**src/rtl/hs_ram_arbiter.sv**
```systemverilog
// hs_ram_arbiter: shares the core's hiscore-visible work RAM port between the
// running CPU and the hiscore engine, one byte access per engine request.
//
// Ports:
//   clk_sys, reset_n           clock, async active-low reset
//   req/we/addr/wdata          engine request (sampled on acceptance)
//   ack/err/rdata              engine completion pulse, timeout pulse, read data
//   pause_req/pause_ack        CPU pause handshake
//   ram_addr/ram_wdata/ram_we  core RAM port outputs
//   ram_rdata                  core RAM port read data
//   busy                       high whenever the FSM is not idle
module hs_ram_arbiter #(
  parameter int AW      = 12,
  parameter int SETTLE  = 4,
  parameter int RD_LAT  = 1,
  parameter int HOLD    = 16,
  parameter int TIMEOUT = 4096
) (
  input  logic          clk_sys,
  input  logic          reset_n,
  input  logic          req,
  input  logic          we,
  input  logic [AW-1:0] addr,
  input  logic [7:0]    wdata,
  output logic          ack,
  output logic          err,
  output logic [7:0]    rdata,
  output logic          pause_req,
  input  logic          pause_ack,
  output logic [AW-1:0] ram_addr,
  output logic [7:0]    ram_wdata,
  output logic          ram_we,
  input  logic [7:0]    ram_rdata,
  output logic          busy
);

  localparam int MAX_TH = (TIMEOUT > HOLD) ? TIMEOUT : HOLD;
  localparam int MAXC   = (MAX_TH > SETTLE) ? MAX_TH : SETTLE;
  localparam int CW     = $clog2(MAXC + 1);

  localparam logic [CW-1:0] TO_LAST = CW'(TIMEOUT - 1);
  localparam logic [CW-1:0] ST_LAST = CW'(SETTLE - 1);
  localparam logic [CW-1:0] RL_LAST = CW'(RD_LAT - 1);
  localparam logic [CW-1:0] HD_LAST = CW'(HOLD - 1);

  typedef enum logic [2:0] {
    S_IDLE,
    S_PWAIT,
    S_SETTLE,
    S_ACCESS,
    S_RWAIT,
    S_DONE,
    S_HOLD
  } state_t;

  state_t          state_q, state_d;
  logic [CW-1:0]   cnt_q, cnt_d;
  logic            we_q, we_d;
  logic [AW-1:0]   addr_q, addr_d;
  logic [7:0]      wdata_q, wdata_d;
  logic            pause_q, pause_d;
  logic [7:0]      rdata_q, rdata_d;
  logic [AW-1:0]   ram_addr_q, ram_addr_d;
  logic [7:0]      ram_wdata_q, ram_wdata_d;
  logic            err_d;

  always_ff @(posedge clk_sys or negedge reset_n) begin
    if (!reset_n) begin
      state_q     <= S_IDLE;
      cnt_q       <= '0;
      we_q        <= 1'b0;
      addr_q      <= '0;
      wdata_q     <= '0;
      pause_q     <= 1'b0;
      rdata_q     <= '0;
      ram_addr_q  <= '0;
      ram_wdata_q <= '0;
    end else begin
      state_q     <= state_d;
      cnt_q       <= cnt_d;
      we_q        <= we_d;
      addr_q      <= addr_d;
      wdata_q     <= wdata_d;
      pause_q     <= pause_d;
      rdata_q     <= rdata_d;
      ram_addr_q  <= ram_addr_d;
      ram_wdata_q <= ram_wdata_d;
    end
  end

  always_comb begin
    state_d     = state_q;
    cnt_d       = (&cnt_q) ? cnt_q : cnt_q + CW'(1);
    we_d        = we_q;
    addr_d      = addr_q;
    wdata_d     = wdata_q;
    pause_d     = pause_q;
    rdata_d     = rdata_q;
    ram_addr_d  = ram_addr_q;
    ram_wdata_d = ram_wdata_q;
    err_d       = 1'b0;
    unique case (state_q)
      S_IDLE: begin
        cnt_d = '0;
        if (req) begin
          we_d    = we;
          addr_d  = addr;
          wdata_d = wdata;
          pause_d = 1'b1;
          state_d = S_PWAIT;
        end
      end
      S_PWAIT: begin
        if (pause_ack) begin
          cnt_d   = '0;
          state_d = S_SETTLE;
        end else if (cnt_q == TO_LAST) begin
          // err is a Mealy pulse on the last allowed cycle
          err_d   = 1'b1;
          pause_d = 1'b0;
          cnt_d   = '0;
          state_d = S_IDLE;
        end
      end
      S_SETTLE: begin
        if (!pause_ack) begin
          cnt_d   = '0;
          state_d = S_PWAIT;
        end else if (cnt_q == ST_LAST) begin
          ram_addr_d  = addr_q;
          ram_wdata_d = wdata_q;
          state_d     = S_ACCESS;
        end
      end
      S_ACCESS: begin
        cnt_d = '0;
        if (!pause_ack) begin
          state_d = S_PWAIT;
        end else if (we_q) begin
          state_d = S_DONE;
        end else begin
          state_d = S_RWAIT;
        end
      end
      S_RWAIT: begin
        if (!pause_ack) begin
          cnt_d   = '0;
          state_d = S_PWAIT;
        end else if (cnt_q == RL_LAST) begin
          rdata_d = ram_rdata;
          state_d = S_DONE;
        end
      end
      S_DONE: begin
        cnt_d   = '0;
        state_d = S_HOLD;
      end
      S_HOLD: begin
        if (req) begin
          we_d    = we;
          addr_d  = addr;
          wdata_d = wdata;
          cnt_d   = '0;
          if (pause_ack) begin
            // CPU still halted: skip the pause wait and settle window
            ram_addr_d  = addr;
            ram_wdata_d = wdata;
            state_d     = S_ACCESS;
          end else begin
            state_d = S_PWAIT;
          end
        end else if (cnt_q == HD_LAST) begin
          pause_d = 1'b0;
          state_d = S_IDLE;
        end
      end
      default: begin
        cnt_d   = '0;
        pause_d = 1'b0;
        state_d = S_IDLE;
      end
    endcase
  end

  assign ack       = (state_q == S_DONE);
  assign err       = err_d;
  assign rdata     = rdata_q;
  assign pause_req = pause_q;
  assign ram_addr  = ram_addr_q;
  assign ram_wdata = ram_wdata_q;
  // gated by pause_ack so an external override never lands a write
  assign ram_we    = (state_q == S_ACCESS) & we_q & pause_ack;
  assign busy      = (state_q != S_IDLE);

endmodule
```
**config.mk**
```make
export PLATFORM = sky130hd
export DESIGN_NAME = hs_ram_arbiter
export DESIGN_NICKNAME = d
export VERILOG_FILES = /design/src/rtl/hs_ram_arbiter.sv
export SDC_FILE = /design/constraint.sdc
export NUM_CORES = 1
export LEC_CHECK = 0
export BUFFER_PORTS_ARGS = -buffer_cell sky130_fd_sc_hd__buf_2
export CAP_MARGIN = 40
export CORE_MARGIN = 3
export CORE_UTILIZATION = 25
export DETAILED_ROUTE_END_ITERATION = 8
export SLEW_MARGIN = 20
export SYNTH_ARGS = -nofsm -noshare
export SYNTH_HDL_FRONTEND = slang
export SYNTH_SLANG_ARGS = --single-unit
export TNS_END_PERCENT = 10
```
**constraint.sdc**
```tcl
create_clock -name clk_sys -period 2.1 [get_ports clk_sys]
set_input_delay 0.105 -clock clk_sys [delete_from_list [all_inputs] [get_ports clk_sys]]
set_output_delay 0.105 -clock clk_sys [all_outputs]
set_load 0.005 [all_outputs]
```
==> metrics.json, run 1 <==
{
  "cts_max_path_buffers": 2,
  "routed-via-count": 2486,
  "synth.cell_area_um2": 3460,
  "synth.top_cells.by_area": "sky130_fd_sc_hd__dfrtp_1, sky130_fd_sc_hd__mux2_2, sky130_fd_sc_hd__mux2_4, sky130_fd_sc_hd__mux2_1, sky130_fd_sc_hd__nand2_1",
  "min_delay_path_depth": 2,
  "critPathMaxStageDelay_ns": 0.45,
  "initial_core_util_pct": 25.9,
  "routed_wire_length_per_instance_um": 14.0,
  "area.growth.synth_to_final_pct": 30.4,
  "synth.cells.most_frequent": "sky130_fd_sc_hd__dfrtp_1, sky130_fd_sc_hd__mux2_2, sky130_fd_sc_hd__mux2_4",
  "outcome": "finished, final reports clean",
  "yosys_warnings": 0,
  "worst_ep_required_time_ns": 2.31,
  "min_period_ns": 2.02,
  "postLayoutSetupSlackWorst_ns": 0.0846,
  "cts_tree": "built",
  "antenna_nets_post_route": 0,
  "synth_enable_flop_cells": 0,
  "area_share_of_the_largest_cell_type_after_synthesis_pct": 47.7,
  "dieHeight_um": 124,
  "max_slew.worst_pin.slew_ns": 0.430,
  "avgSynthCellArea_um2": 12.2,
  "power.static_leakage_uw": 0.00198,
  "worst_skew_pair.late_latency_ns": 0.33,
  "vdd_drop_max_v": 0.000633,
  "global_route.usage.met1_pct": 13.9,
  "p_per_area_nw_per_um2": 1230,
  "post_synth_num_cell_types": 50,
  "preCtsSetupSlack_ns": 0.0941,
  "final_number_of_hold_violating_endpoints": 0,
  "pin_count_of_the_biggest_net_entering_global_routing": 67,
  "proportion_of_layout_cells_with_a_drive_suffix_above_1_pct": 47.5,
  "async_reset_ff_share_pct": 100,
  "path_cells": "nor4_4, nand4_1, a211oi_4, buf_12, mux2_4",
  "grt_setup_unrepaired": "false",
  "total_power_uw": 5580,
  "global_route.usage.total_pct": 10.3,
  "max_slew_margin_pct": 71.3,
  "achievable-frequency_mhz": 496,
  "critical_path_peak_fanout": 20,
  "die_area_um2": 15300,
  "placeableCoreArea_um2": 13400,
  "io_buffer_count": 65,
  "synth_nets": 318,
  "first_global_vias": 2558,
  "route.detailed.drc": 0,
  "detail_route.wirelength_um": 7680,
  "post-synth-top-count-cell": "sky130_fd_sc_hd__dfrtp_1",
  "cts_made_buffers": 9,
  "pin_count": 66,
  "tritoncts_num_sinks": 66,
  "syn-instance-count": 283,
  "first_pass_iters": 4,
  "fp.dieW_um": 124,
  "timing_worst_setup_path_type": "reg2reg",
  "grt_use_met3_pct": 3.09,
  "first_iter_violations": 161,
  "r2r_end": "ram_addr[3]",
  "cts_setup_buffers": 0,
  "viasPerCell": 4.53,
  "setup.worst_path.start_class": "flip-flop",
  "worst_slack_on_hold_paths_ns": 0.0120,
  "layout.nets": 403,
  "hold_path.class": "in2reg",
  "setup.worst_path.end_class": "flip-flop",
  "globalRoute.totalOverflow": 0,
  "postSynthRegisterBits": 66,
  "hpwlAfterDp_um": 5310,
  "flop_to_flop_setup_slack_ns": 0.08,
  "worstHoldStart": "ram_rdata[6]",
  "reported_max_cap_violation_count": 0,
  "reg2regPathDepth": 5,
  "period_share_pct": 96.0,
  "worst_path_max_delay_cell": "sky130_fd_sc_hd__dfrtp_1",
  "clock-root-buffer": "sky130_fd_sc_hd__clkbuf_16",
  "yosysSeqAreaShare_pct": 47.7,
  "crit_arrival_ns": 2.23,
  "worst_setup_hold_path_clk_slew_ns": 0.06,
  "layout.filler_cells": 1293,
  "grt_antenna_before_repair": 0,
  "clock_skew_ns": 0.00691,
  "wire_length_of_the_first_global_routing_pass_um": 12300,
  "insertedDiodeCount": 0,
  "synth_ff_type": "sky130_fd_sc_hd__dfrtp_1",
  "report.final.slew_viol_count": 0,
  "timing.hold.worst_endpoint": "rdata[6]",
  "globalRouteMet2Util_pct": 15.4,
  "row_count": 42,
  "final_replace_weighted_congestion": 0.831,
  "htreeDepth": 3,
  "setup_viol": 0,
  "r2r_start": "cnt_q[10]",
  "timing.setup.tns_ns": 0,
  "netlist.top_cell.by_area": "sky130_fd_sc_hd__dfrtp_1",
  "globalRoute.busiestLayer": "met2"
}
[critical path, delay by kind of cell (launching register included)]
kind | cells | cell delay [ns]
mux | 1 | 0.31
buf+inv | 1 | 0.24
flops | 1 | 0.45
compound gates | 1 | 0.32
simple gates | 2 | 0.55
[registers in the layout (all words and copies together) (netlist names)]
name / flops
addr_q: 12
cnt_q: 13
pause_req: 1
ram_addr: 12
ram_wdata: 8
rdata: 8
state_q: 3
wdata_q: 8
we_q: 1
[metal layers]
metal  routed length, µm  up-vias
met3                 418       10
met4                 112        0
met1                3700     1214
li1                    -     1192
met2                3460       70
met5                   0        -
[worst max-delay path by stage]
stage	from	to	slack, ns
final	cnt_q[10]	ram_addr[3]	0.08
after global routing	cnt_q[0]	rdata[2]	0.01
after CTS	cnt_q[0]	err	0.04
after detailed placement	cnt_q[10]	ram_addr[4]	0.09
after global placement	cnt_q[10]	ram_addr[3]	0.14
after floorplan	cnt_q[1]	cnt_q[1]	0.28
[cell type report]
class / count / area [µm²] / area share, %
Sequential cell: 66 / 1650 / 36.6
Tap cell: 176 / 220 / 4.88
Inverter: 4 / 15.0 / 0.332
Multi-Input combinational cell: 195 / 1710 / 37.8
Clock buffer: 11 / 243 / 5.37
Clock inverter: 5 / 77.6 / 1.72
Timing Repair Buffer: 92 / 602 / 13.3
[cells in the final DEF, fill, tap and decap left out, types with 4 or more instances in the layout]
| master | count |
|---|---|
| sky130_fd_sc_hd__buf_2 | 65 |
| sky130_fd_sc_hd__dfrtp_1 | 64 |
| sky130_fd_sc_hd__mux2_2 | 35 |
| sky130_fd_sc_hd__mux2_4 | 20 |
| sky130_fd_sc_hd__nand2_1 | 16 |
| sky130_fd_sc_hd__buf_4 | 14 |
| sky130_fd_sc_hd__nor2_1 | 13 |
| sky130_fd_sc_hd__mux2_1 | 13 |
| sky130_fd_sc_hd__nor3_1 | 9 |
| sky130_fd_sc_hd__clkbuf_16 | 9 |
| sky130_fd_sc_hd__dlygate4sd3_1 | 8 |
| sky130_fd_sc_hd__nand3_1 | 7 |
| sky130_fd_sc_hd__nand2b_1 | 5 |
| sky130_fd_sc_hd__nand4_1 | 5 |
| sky130_fd_sc_hd__nor2b_1 | 4 |
| sky130_fd_sc_hd__inv_1 | 4 |
| sky130_fd_sc_hd__o21ai_0 | 4 |
| sky130_fd_sc_hd__nor3_2 | 4 |
| sky130_fd_sc_hd__nor3b_1 | 4 |
| sky130_fd_sc_hd__a21oi_2 | 4 |
| sky130_fd_sc_hd__buf_12 | 4 |
[report_power, final]
| group | total (µW) | internal (µW) | leakage, µW | switching [µW] |
|---|---|---|---|---|
| sequential | 2040 | 1750 | 0.000844 | 291 |
| combinational | 1920 | 1130 | 0.000980 | 790 |
| clock | 1610 | 1070 | 0.000156 | 544 |
| total | 5580 | 3950 | 0.00198 | 1620 |
[kinds of logic after synthesis]
| group | synth area share, % |
|---|---|
| simple gates | 16.3 |
| mux | 24.8 |
| flops | 47.7 |
| compound gates | 6.25 |
| buf+inv | 3.72 |
| xor+xnor | 0.506 |
| fa+ha+maj | 0.722 |
[metrics by stage]
| step | utilization, % | std cells | area, µm² |
|---|---|---|---|
| after floorplan | - | 283 | 3460 |
| after global placement | 30.6 | 525 | 4100 |
| final | 33.7 | 549 | 4520 |
| after global routing | 33.7 | 549 | 4520 |
| after detailed placement | 30.6 | 525 | 4100 |
| after CTS | 33.6 | 549 | 4500 |
[what timing repair did]
| item | in CTS | in global routing |
|---|---|---|
| resized for setup | 0 | 5 |
| hold endpoints to repair | 73 | 0 |
| hold buffers | 8 | 0 |
| endpoints found under the setup margin | 0 | 2 |
No activity file was read; power rests on OpenSTA's default activity.
==> inputs of run 2 (changes only) <==
--- a/config.mk
+++ b/config.mk
@@ -5,7 +5,7 @@
 export SDC_FILE = /design/constraint.sdc
 export NUM_CORES = 1
 export LEC_CHECK = 0
-export BUFFER_PORTS_ARGS = -buffer_cell sky130_fd_sc_hd__buf_2
+export BUFFER_PORTS_ARGS = -buffer_cell sky130_fd_sc_hd__buf_4
 export CAP_MARGIN = 40
 export CORE_MARGIN = 3
 export CORE_UTILIZATION = 25
==> run 2 against run 1 <==
Net effect: routed wire length up 3.7%; clock power up 4%; via count up 1.8%; cell count up 0.91%; count of clock-buffer cells in the layout up 1; hold slack better by 0.0040 ns; sequential power about the same; global-route usage up 0.13 points; setup slack worse by 0.014 ns; non-clock buffer count up 5; design area up 5.6%; highest routed layer unchanged.
==> metrics.json, run 2 (same netlist as run 1, synthesis figures left out) <==
{
  "pin_count_of_the_biggest_net_entering_global_routing": {"value": 67, "change": "unchanged"},
  "timing_worst_setup_path_type": {"value": "reg2reg", "change": "unchanged"},
  "most-common-layout-cells": {"value": "sky130_fd_sc_hd__buf_4, sky130_fd_sc_hd__dfrtp_1, sky130_fd_sc_hd__mux2_2", "change": "was sky130_fd_sc_hd__buf_2, sky130_fd_sc_hd__dfrtp_1, sky130_fd_sc_hd__mux2_2"},
  "area.growth.synth_to_final": {"value": 37.7, "unit": "%", "change": "was 30.4%"},
  "clock-root-buffer": {"value": "sky130_fd_sc_hd__clkbuf_16", "change": "unchanged"},
  "flop_to_flop_setup_slack": {"value": 0.07, "unit": "ns", "change": "was 0.08 ns"},
  "grt_antenna_before_repair": {"value": 0, "change": "unchanged"},
  "tritoncts_num_sinks": {"value": 66, "change": "unchanged"},
  "crit_arrival": {"value": 2.24, "unit": "ns", "change": "was 2.23 ns"},
  "row_count": {"value": 42, "change": "unchanged"},
  "placeableCoreArea": {"value": 13400, "unit": "µm²", "change": "unchanged"},
  "reg2regPathDepth": {"value": 6, "change": "was 5"},
  "worstHoldStart": {"value": "addr[6]", "change": "was ram_rdata[6]"},
  "wire_length_of_the_first_global_routing_pass": {"value": 12500, "unit": "µm", "change": "was 12300 µm"},
  "largest_reg_flops": {"value": 13, "change": "unchanged"},
  "timing.setup.tns": {"value": 0, "unit": "ns", "change": "unchanged"},
  "power.switching_fraction": {"value": 28.4, "unit": "%", "change": "was 29.1%"},
  "timing.hold.worst_endpoint": {"value": "addr_q[6]", "change": "was rdata[6]"},
  "antenna_nets_post_route": {"value": 0, "change": "unchanged"},
  "max_slew.worst_pin.slew": {"value": 0.424, "unit": "ns", "change": "was 0.430 ns"},
  "proportion_of_layout_cells_with_a_drive_suffix_above_1": {"value": 47.1, "unit": "%", "change": "was 47.5%"},
  "route.detailed.drc": {"value": 0, "change": "unchanged"},
  "r2r_start": {"value": "cnt_q[10]", "change": "unchanged"},
  "report.final.slew_viol_count": {"value": 0, "change": "unchanged"},
  "period_share": {"value": 96.6, "unit": "%", "change": "was 96.0%"},
  "insertedDiodeCount": {"value": 0, "change": "unchanged"},
  "final_number_of_hold_violating_endpoints": {"value": 0, "change": "unchanged"},
  "fp.dieW": {"value": 124, "unit": "µm", "change": "unchanged"},
  "min_period": {"value": 2.03, "unit": "ns", "change": "was 2.02 ns"},
  "pin_count": {"value": 66, "change": "unchanged"},
  "first_global_vias": {"value": 2530, "change": "was 2558"},
  "cell_internal_pwr": {"value": 4170, "unit": "µW", "change": "was 3950 µW"},
  "cts_made_buffers": {"value": 9, "change": "unchanged"},
  "vdd_drop_max": {"value": 0.000774, "unit": "V", "change": "was 0.000633 V"},
  "worst_setup_hold_path_clk_slew": {"value": 0.06, "unit": "ns", "change": "about the same"},
  "placedCellCount": {"value": 524, "change": "was 525"},
  "htreeDepth": {"value": 3, "change": "unchanged"},
  "clock_skew": {"value": 0.00820, "unit": "ns", "change": "was 0.00691 ns"},
  "achievable-frequency": {"value": 493, "unit": "MHz", "change": "was 496 MHz"},
  "layout.cells.most_common": {"value": "sky130_fd_sc_hd__buf_4", "change": "was sky130_fd_sc_hd__buf_2"},
  "grt_setup_unrepaired": {"value": "false", "change": "unchanged"},
  "worst_ep_required_time": {"value": 2.31, "unit": "ns", "change": "about the same"},
  "routed_wire_length_per_instance": {"value": 14.4, "unit": "µm", "change": "was 14.0 µm"},
  "comb_power_share": {"value": 35.7, "unit": "%", "change": "was 34.5%"},
  "setup.worst_path.end_class": {"value": "flip-flop", "change": "unchanged"},
  "outcome": {"value": "finished, final reports clean", "change": "unchanged"},
  "cts_tree": {"value": "built", "change": "unchanged"},
  "min_delay_path_depth": {"value": 2, "change": "unchanged"},
  "r2r_end": {"value": "ram_wdata[1]", "change": "was ram_addr[3]"},
  "detail_route.wirelength": {"value": 7970, "unit": "µm", "change": "was 7680 µm"},
  "setup_viol": {"value": 0, "change": "unchanged"},
  "seq_power_share": {"value": 35.4, "unit": "%", "change": "was 36.6%"},
  "viasPerCell": {"value": 4.57, "change": "was 4.53"},
  "max_slew_margin": {"value": 71.4, "unit": "%", "change": "was 71.3%"},
  "power.static_leakage": {"value": 0.00206, "unit": "µW", "change": "was 0.00198 µW"},
  "global_route.usage.total": {"value": 10.4, "unit": "%", "change": "was 10.3%"},
  "final_replace_weighted_congestion": {"value": 0.812, "change": "was 0.831"},
  "p_per_area": {"value": 1220, "unit": "nW/µm²", "change": "was 1230 nW/µm²"},
  "cts_max_path_buffers": {"value": 2, "change": "unchanged"},
  "initial_core_util": {"value": 25.9, "unit": "%", "change": "unchanged"},
  "final-instance-count-excl-fill": {"value": 554, "change": "was 549"},
  "power.share.clock": {"value": 28.9, "unit": "%", "change": "about the same"},
  "setup.worst_path.start_class": {"value": "flip-flop", "change": "unchanged"},
  "hpwlAfterDp": {"value": 5370, "unit": "µm", "change": "was 5310 µm"},
  "layout.nets": {"value": 408, "change": "was 403"},
  "dieHeight": {"value": 124, "unit": "µm", "change": "unchanged"},
  "globalRoute.totalOverflow": {"value": 0, "change": "unchanged"},
  "first_iter_violations": {"value": 127, "change": "was 161"},
  "top_register": {"value": "cnt_q", "change": "unchanged"},
  "reported_max_cap_violation_count": {"value": 0, "change": "unchanged"},
  "first_pass_iters": {"value": 4, "change": "unchanged"},
  "critical_path_peak_fanout": {"value": 10, "change": "was 20"},
  "die_area": {"value": 15300, "unit": "µm²", "change": "unchanged"},
  "routed-via-count": {"value": 2531, "change": "was 2486"},
  "io_buffer_count": {"value": 65, "change": "unchanged"},
  "worst_skew_pair.late_latency": {"value": 0.33, "unit": "ns", "change": "about the same"},
  "power.net_switching": {"value": 1650, "unit": "µW", "change": "was 1620 µW"},
  "hold_path.class": {"value": "in2reg", "change": "unchanged"}
}
[run 2: cell count changes in the layout (fill, tap and decap cells not counted), moves of 2 or more]
cell and delta:
sky130_fd_sc_hd__buf_4 +67, sky130_fd_sc_hd__dfrtp_1 +2, sky130_fd_sc_hd__dlygate4sd3_1 +2, sky130_fd_sc_hd__clkbuf_8 +2, sky130_fd_sc_hd__buf_2 -65, sky130_fd_sc_hd__dfrtp_2 -2
[run 2: repair_timing]
action | CTS | global route
hold buffers | 10 | 0
gates cloned | 0 | 1
pin swaps | 0 | 2
endpoints found under the setup margin | 1 | 21
resized for setup | 1 | 2
buffers inserted | 1 | 1
endpoints found under the hold margin | 75 | 0
[run 2: area by class of cell]
| class | instances | area (µm²) |
|---|---|---|
| Fill cell | 1302 | 8630 |
| Multi-Input combinational cell | 195 | 1710 |
| Sequential cell | 66 | 1650 |
| Timing Repair Buffer | 97 | 832 |
| Clock buffer | 12 | 267 |
| Tap cell | 176 | 220 |
| Clock inverter | 4 | 72.6 |
| Inverter | 4 | 15.0 |
[run 2: per-stage QoR]
step / setup slack [ns] / utilization, % / instance area (µm²) / hold slack [ns] / power, µW
2_1_floorplan: 0.278 / - / 3460 / -0.191 / 3290
3_3_place_gp: 0.138 / 31.7 / 4240 / 0.257 / 4060
4_1_cts: 0.0333 / 35.1 / 4700 / 0.00329 / 5890
5_1_grt: 0.000253 / 35.6 / 4770 / 0.00902 / 6190
6_report: 0.0706 / 35.6 / 4770 / 0.0160 / 5820
3_5_place_dp: 0.106 / 31.7 / 4240 / 0.270 / 4130
[run 2: worst max path at each step]
stage / startpoint / endpoint / depth (start not counted)
finish: cnt_q[10] / ram_wdata[1] / 6
global route: cnt_q[10] / ram_wdata[1] / 6
CTS: cnt_q[1] / err / 6
detailed placement: cnt_q[10] / ram_wdata[1] / 5
global placement: cnt_q[2] / ram_addr[3] / 5
floorplan: cnt_q[1] / cnt_q[1] / 7
[run 2: power by group through the flow]
stage | clock, µW | sequential, µW | combinational (µW)
final | 1680 | 2060 | 2080
after global routing | 1780 | 2130 | 2280
after CTS | 1730 | 2060 | 2090
after detailed placement | 0 | 2080 | 2050
after global placement | 0 | 2060 | 2000
after floorplan | 0 | 2000 | 1280
[run 2: metal layers]
| layer | GRT usage (%) | part of all wire, % | vias to the layer above |
|---|---|---|---|
| li1 | - | - | 1208 |
| met1 | 14.0 | 48 | 1245 |
| met2 | 15.4 | 45 | 64 |
| met3 | 3.27 | 4.9 | 14 |
| met4 | 4.57 | 1.9 | 0 |
| met5 | 0 | 0 | - |
[run 2: critical path, cell delays in order, from the launching register on]
cell and delay (ns):
sky130_fd_sc_hd__dfrtp_1 0.45, sky130_fd_sc_hd__nor4_4 0.35, sky130_fd_sc_hd__nand4_1 0.20, sky130_fd_sc_hd__a211oi_4 0.24, sky130_fd_sc_hd__buf_4 0.18, sky130_fd_sc_hd__clkbuf_16 0.19
sky130_fd_sc_hd__mux2_4 0.30
==> inputs of run 3 (changes only) <==
--- a/config.mk
+++ b/config.mk
@@ -10,6 +10,7 @@
 export CORE_MARGIN = 3
 export CORE_UTILIZATION = 25
 export DETAILED_ROUTE_END_ITERATION = 8
+export SETUP_SLACK_MARGIN = 0.15
 export SLEW_MARGIN = 20
 export SYNTH_ARGS = -nofsm -noshare
 export SYNTH_HDL_FRONTEND = slang
==> run 3 against run 2 <==
Net effect: sequential share of layout area shrank 1.2 points; via count grew 4.0%; clock skew is essentially flat; largest cell class unchanged; highest routed layer unchanged.
==> metrics.json, run 3 (same netlist as run 1, synthesis figures left out) <==
{
  "multi_input_area": {"value": 1780, "unit": "µm²", "change": "was 1710 µm²"},
  "route.detailed.drc": {"value": 0, "change": "unchanged"},
  "seq_power_share": {"value": 34.9, "unit": "%", "change": "was 35.4%"},
  "setup.worst_path.start_class": {"value": "flip-flop", "change": "unchanged"},
  "global_route.usage.total": {"value": 10.8, "unit": "%", "change": "was 10.4%"},
  "power.share.clock": {"value": 28.4, "unit": "%", "change": "was 28.9%"},
  "final_replace_weighted_congestion": {"value": 0.812, "change": "unchanged"},
  "routed_wire_length_per_instance": {"value": 14.8, "unit": "µm", "change": "was 14.4 µm"},
  "placeableCoreArea": {"value": 13400, "unit": "µm²", "change": "unchanged"},
  "detail_route.wirelength": {"value": 8310, "unit": "µm", "change": "was 7970 µm"},
  "timing_worst_setup_path_type": {"value": "reg2out", "change": "was reg2reg"},
  "critPathMaxStageDelay": {"value": 0.49, "unit": "ns", "change": "was 0.45 ns"},
  "cell_internal_pwr": {"value": 4240, "unit": "µW", "change": "was 4170 µW"},
  "top_register": {"value": "cnt_q", "change": "unchanged"},
  "max_slew.worst_pin.slew": {"value": 0.449, "unit": "ns", "change": "was 0.424 ns"},
  "most-common-layout-cells": {"value": "sky130_fd_sc_hd__buf_4, sky130_fd_sc_hd__dfrtp_1, sky130_fd_sc_hd__mux2_2", "change": "unchanged"},
  "outcome": {"value": "finished, final reports clean", "change": "unchanged"},
  "place_area": {"value": 4240, "unit": "µm²", "change": "unchanged"},
  "tritoncts_num_sinks": {"value": 66, "change": "unchanged"},
  "dieHeight": {"value": 124, "unit": "µm", "change": "unchanged"},
  "achievable-frequency": {"value": 479, "unit": "MHz", "change": "was 493 MHz"},
  "cts_tree": {"value": "built", "change": "unchanged"},
  "viasPerCell": {"value": 4.67, "change": "was 4.57"},
  "pin_count_of_the_biggest_net_entering_global_routing": {"value": 67, "change": "unchanged"},
  "placedCellCount": {"value": 524, "change": "unchanged"},
  "min_period": {"value": 2.09, "unit": "ns", "change": "was 2.03 ns"},
  "vdd_drop_max": {"value": 0.000767, "unit": "V", "change": "was 0.000774 V"},
  "cts_made_buffers": {"value": 9, "change": "unchanged"},
  "report.final.slew_viol_count": {"value": 0, "change": "unchanged"},
  "fp.dieW": {"value": 124, "unit": "µm", "change": "unchanged"},
  "cts_max_path_buffers": {"value": 2, "change": "unchanged"},
  "power.static_leakage": {"value": 0.00215, "unit": "µW", "change": "was 0.00206 µW"},
  "area.growth.synth_to_final": {"value": 43.1, "unit": "%", "change": "was 37.7%"},
  "setup_viol": {"value": 0, "change": "unchanged"},
  "comb_power_share": {"value": 36.7, "unit": "%", "change": "was 35.7%"},
  "p_per_area": {"value": 1200, "unit": "nW/µm²", "change": "was 1220 nW/µm²"},
  "grt_setup_unrepaired": {"value": "true", "change": "was false"},
  "first_pass_iters": {"value": 4, "change": "unchanged"},
  "io_buffer_count": {"value": 65, "change": "unchanged"},
  "max_slew_margin": {"value": 70.0, "unit": "%", "change": "was 71.4%"},
  "worst_setup_hold_path_clk_slew": {"value": 0.06, "unit": "ns", "change": "about the same"},
  "postLayoutCellArea": {"value": 4960, "unit": "µm²", "change": "was 4770 µm²"},
  "largest_reg_flops": {"value": 13, "change": "unchanged"},
  "period_share": {"value": 99.5, "unit": "%", "change": "was 96.6%"},
  "first_global_vias": {"value": 2583, "change": "was 2530"},
  "worst_skew_pair.late_latency": {"value": 0.33, "unit": "ns", "change": "about the same"},
  "critical_path_peak_fanout": {"value": 10, "change": "unchanged"},
  "worst_path_max_delay_cell": {"value": "sky130_fd_sc_hd__or4_4", "change": "was sky130_fd_sc_hd__dfrtp_1"},
  "final_number_of_hold_violating_endpoints": {"value": 0, "change": "unchanged"},
  "layout.area.seq": {"value": 1660, "unit": "µm²", "change": "was 1650 µm²"},
  "wire_length_of_the_first_global_routing_pass": {"value": 12800, "unit": "µm", "change": "was 12500 µm"},
  "proportion_of_layout_cells_with_a_drive_suffix_above_1": {"value": 53.0, "unit": "%", "change": "was 47.1%"},
  "initial_core_util": {"value": 25.9, "unit": "%", "change": "unchanged"},
  "crit_arrival": {"value": 1.98, "unit": "ns", "change": "was 2.24 ns"},
  "clock_skew": {"value": 0.00811, "unit": "ns", "change": "was 0.00820 ns"},
  "htreeDepth": {"value": 3, "change": "unchanged"},
  "routed-via-count": {"value": 2631, "change": "was 2531"},
  "setup.worst_path.end_class": {"value": "output port", "change": "was flip-flop"},
  "worst_ep_required_time": {"value": 2.00, "unit": "ns", "change": "was 2.31 ns"},
  "row_count": {"value": 42, "change": "unchanged"},
  "flop_to_flop_setup_slack": {"value": 0.07, "unit": "ns", "change": "about the same"},
  "antenna_nets_post_route": {"value": 0, "change": "unchanged"},
  "power.net_switching": {"value": 1700, "unit": "µW", "change": "was 1650 µW"},
  "first_iter_violations": {"value": 96, "change": "was 127"},
  "reported_max_cap_violation_count": {"value": 0, "change": "unchanged"},
  "die_area": {"value": 15300, "unit": "µm²", "change": "unchanged"},
  "layout.cells.most_common": {"value": "sky130_fd_sc_hd__buf_4", "change": "unchanged"},
  "layout.filler_cells": {"value": 1276, "change": "was 1302"},
  "clock-root-buffer": {"value": "sky130_fd_sc_hd__clkbuf_16", "change": "unchanged"},
  "power.switching_fraction": {"value": 28.6, "unit": "%", "change": "was 28.4%"},
  "hold_path.class": {"value": "in2reg", "change": "unchanged"},
  "insertedDiodeCount": {"value": 0, "change": "unchanged"},
  "final-instance-count-excl-fill": {"value": 563, "change": "was 554"},
  "hpwlAfterDp": {"value": 5370, "unit": "µm", "change": "unchanged"},
  "grt_antenna_before_repair": {"value": 0, "change": "unchanged"},
  "path_cells": {"value": "ha_2, buf_4, nand3b_1, or4_4, nor4_4, buf_4", "change": "was nor4_4, nand4_1, a211oi_4, buf_4, clkbuf_16, mux2_4"},
  "globalRoute.totalOverflow": {"value": 0, "change": "unchanged"},
  "crit_path_frequent_cell": "sky130_fd_sc_hd__buf_4",
  "pin_count": {"value": 66, "change": "unchanged"},
  "layout.nets": {"value": 417, "change": "was 408"}
}
==> run 3: critical path, delay by kind of cell (launching register included) <==
family / cells / cell delay, ns
DFF: 1 / 0.39
buffers and inverters: 2 / 0.32
and+or+nand+nor: 3 / 0.74
adders and majority gates: 1 / 0.20
==> run 3: power by group through the flow <==
stage / Combinational, µW / Clock, µW / Sequential (µW)
after floorplan: 1280 / 0 / 2000
after global placement: 2000 / 0 / 2060
after detailed placement: 2050 / 0 / 2080
after CTS: 2120 / 1730 / 2060
after global routing: 2370 / 1790 / 2140
final: 2180 / 1680 / 2080
==> run 3: repair_timing <==
action,4_1_cts,5_1_grt
endpoints found under the hold margin,75,0
setup endpoints to repair,22,37
gates cloned,2,0
buffers inserted,7,3
hold buffers,10,0
gates resized for setup,6,22
pin swaps,3,7
==> run 3: cell type report <==
cell class              instances  share of cell area [%]
clock inverters                 4                    1.46
well taps                     176                    4.44
repair buffers                106                    19.1
flip-flops and latches         66                    33.4
inverters                       4                   0.303
multi-input cells             195                    35.9
clock buffers                  12                    5.38
==> run 3: metal layers <==
layer | share of wire [%] | track usage, % | vias to the layer above | routed length, µm
li1 | - | - | 1227 | -
met1 | 46 | 14.5 | 1302 | 3850
met2 | 47 | 16.0 | 80 | 3870
met3 | 4.9 | 3.22 | 22 | 409
met4 | 2.2 | 4.57 | 0 | 183
met5 | 0 | 0 | - | 0
==> run 3: worst paths after layout <==
kind                            start           to  cells after the start
max in group asynchronous     reset_n    cnt_q[11]                      3
max                          cnt_q[1]          err                      6
min reg2reg                wdata_q[1]   wdata_q[1]                      1
min                           addr[9]    addr_q[9]                      2
min in group asynchronous     reset_n  ram_addr[8]                      2
max reg2reg                  cnt_q[1]  ram_addr[3]                      8
==> run 3: metrics by stage <==
step	util (%)	TNS, ns	hold WS, ns	power, µW	setup WS [ns]
finish	37.0	0	0.0174	5940	0.0112
global route	37.0	-0.581	0.00890	6300	-0.0384
CTS	36.0	0	0.00329	5910	0.0517
detailed placement	31.7	0	0.270	4130	0.106
global placement	31.7	0	0.257	4060	0.138
floorplan	-	0	-0.191	3290	0.278
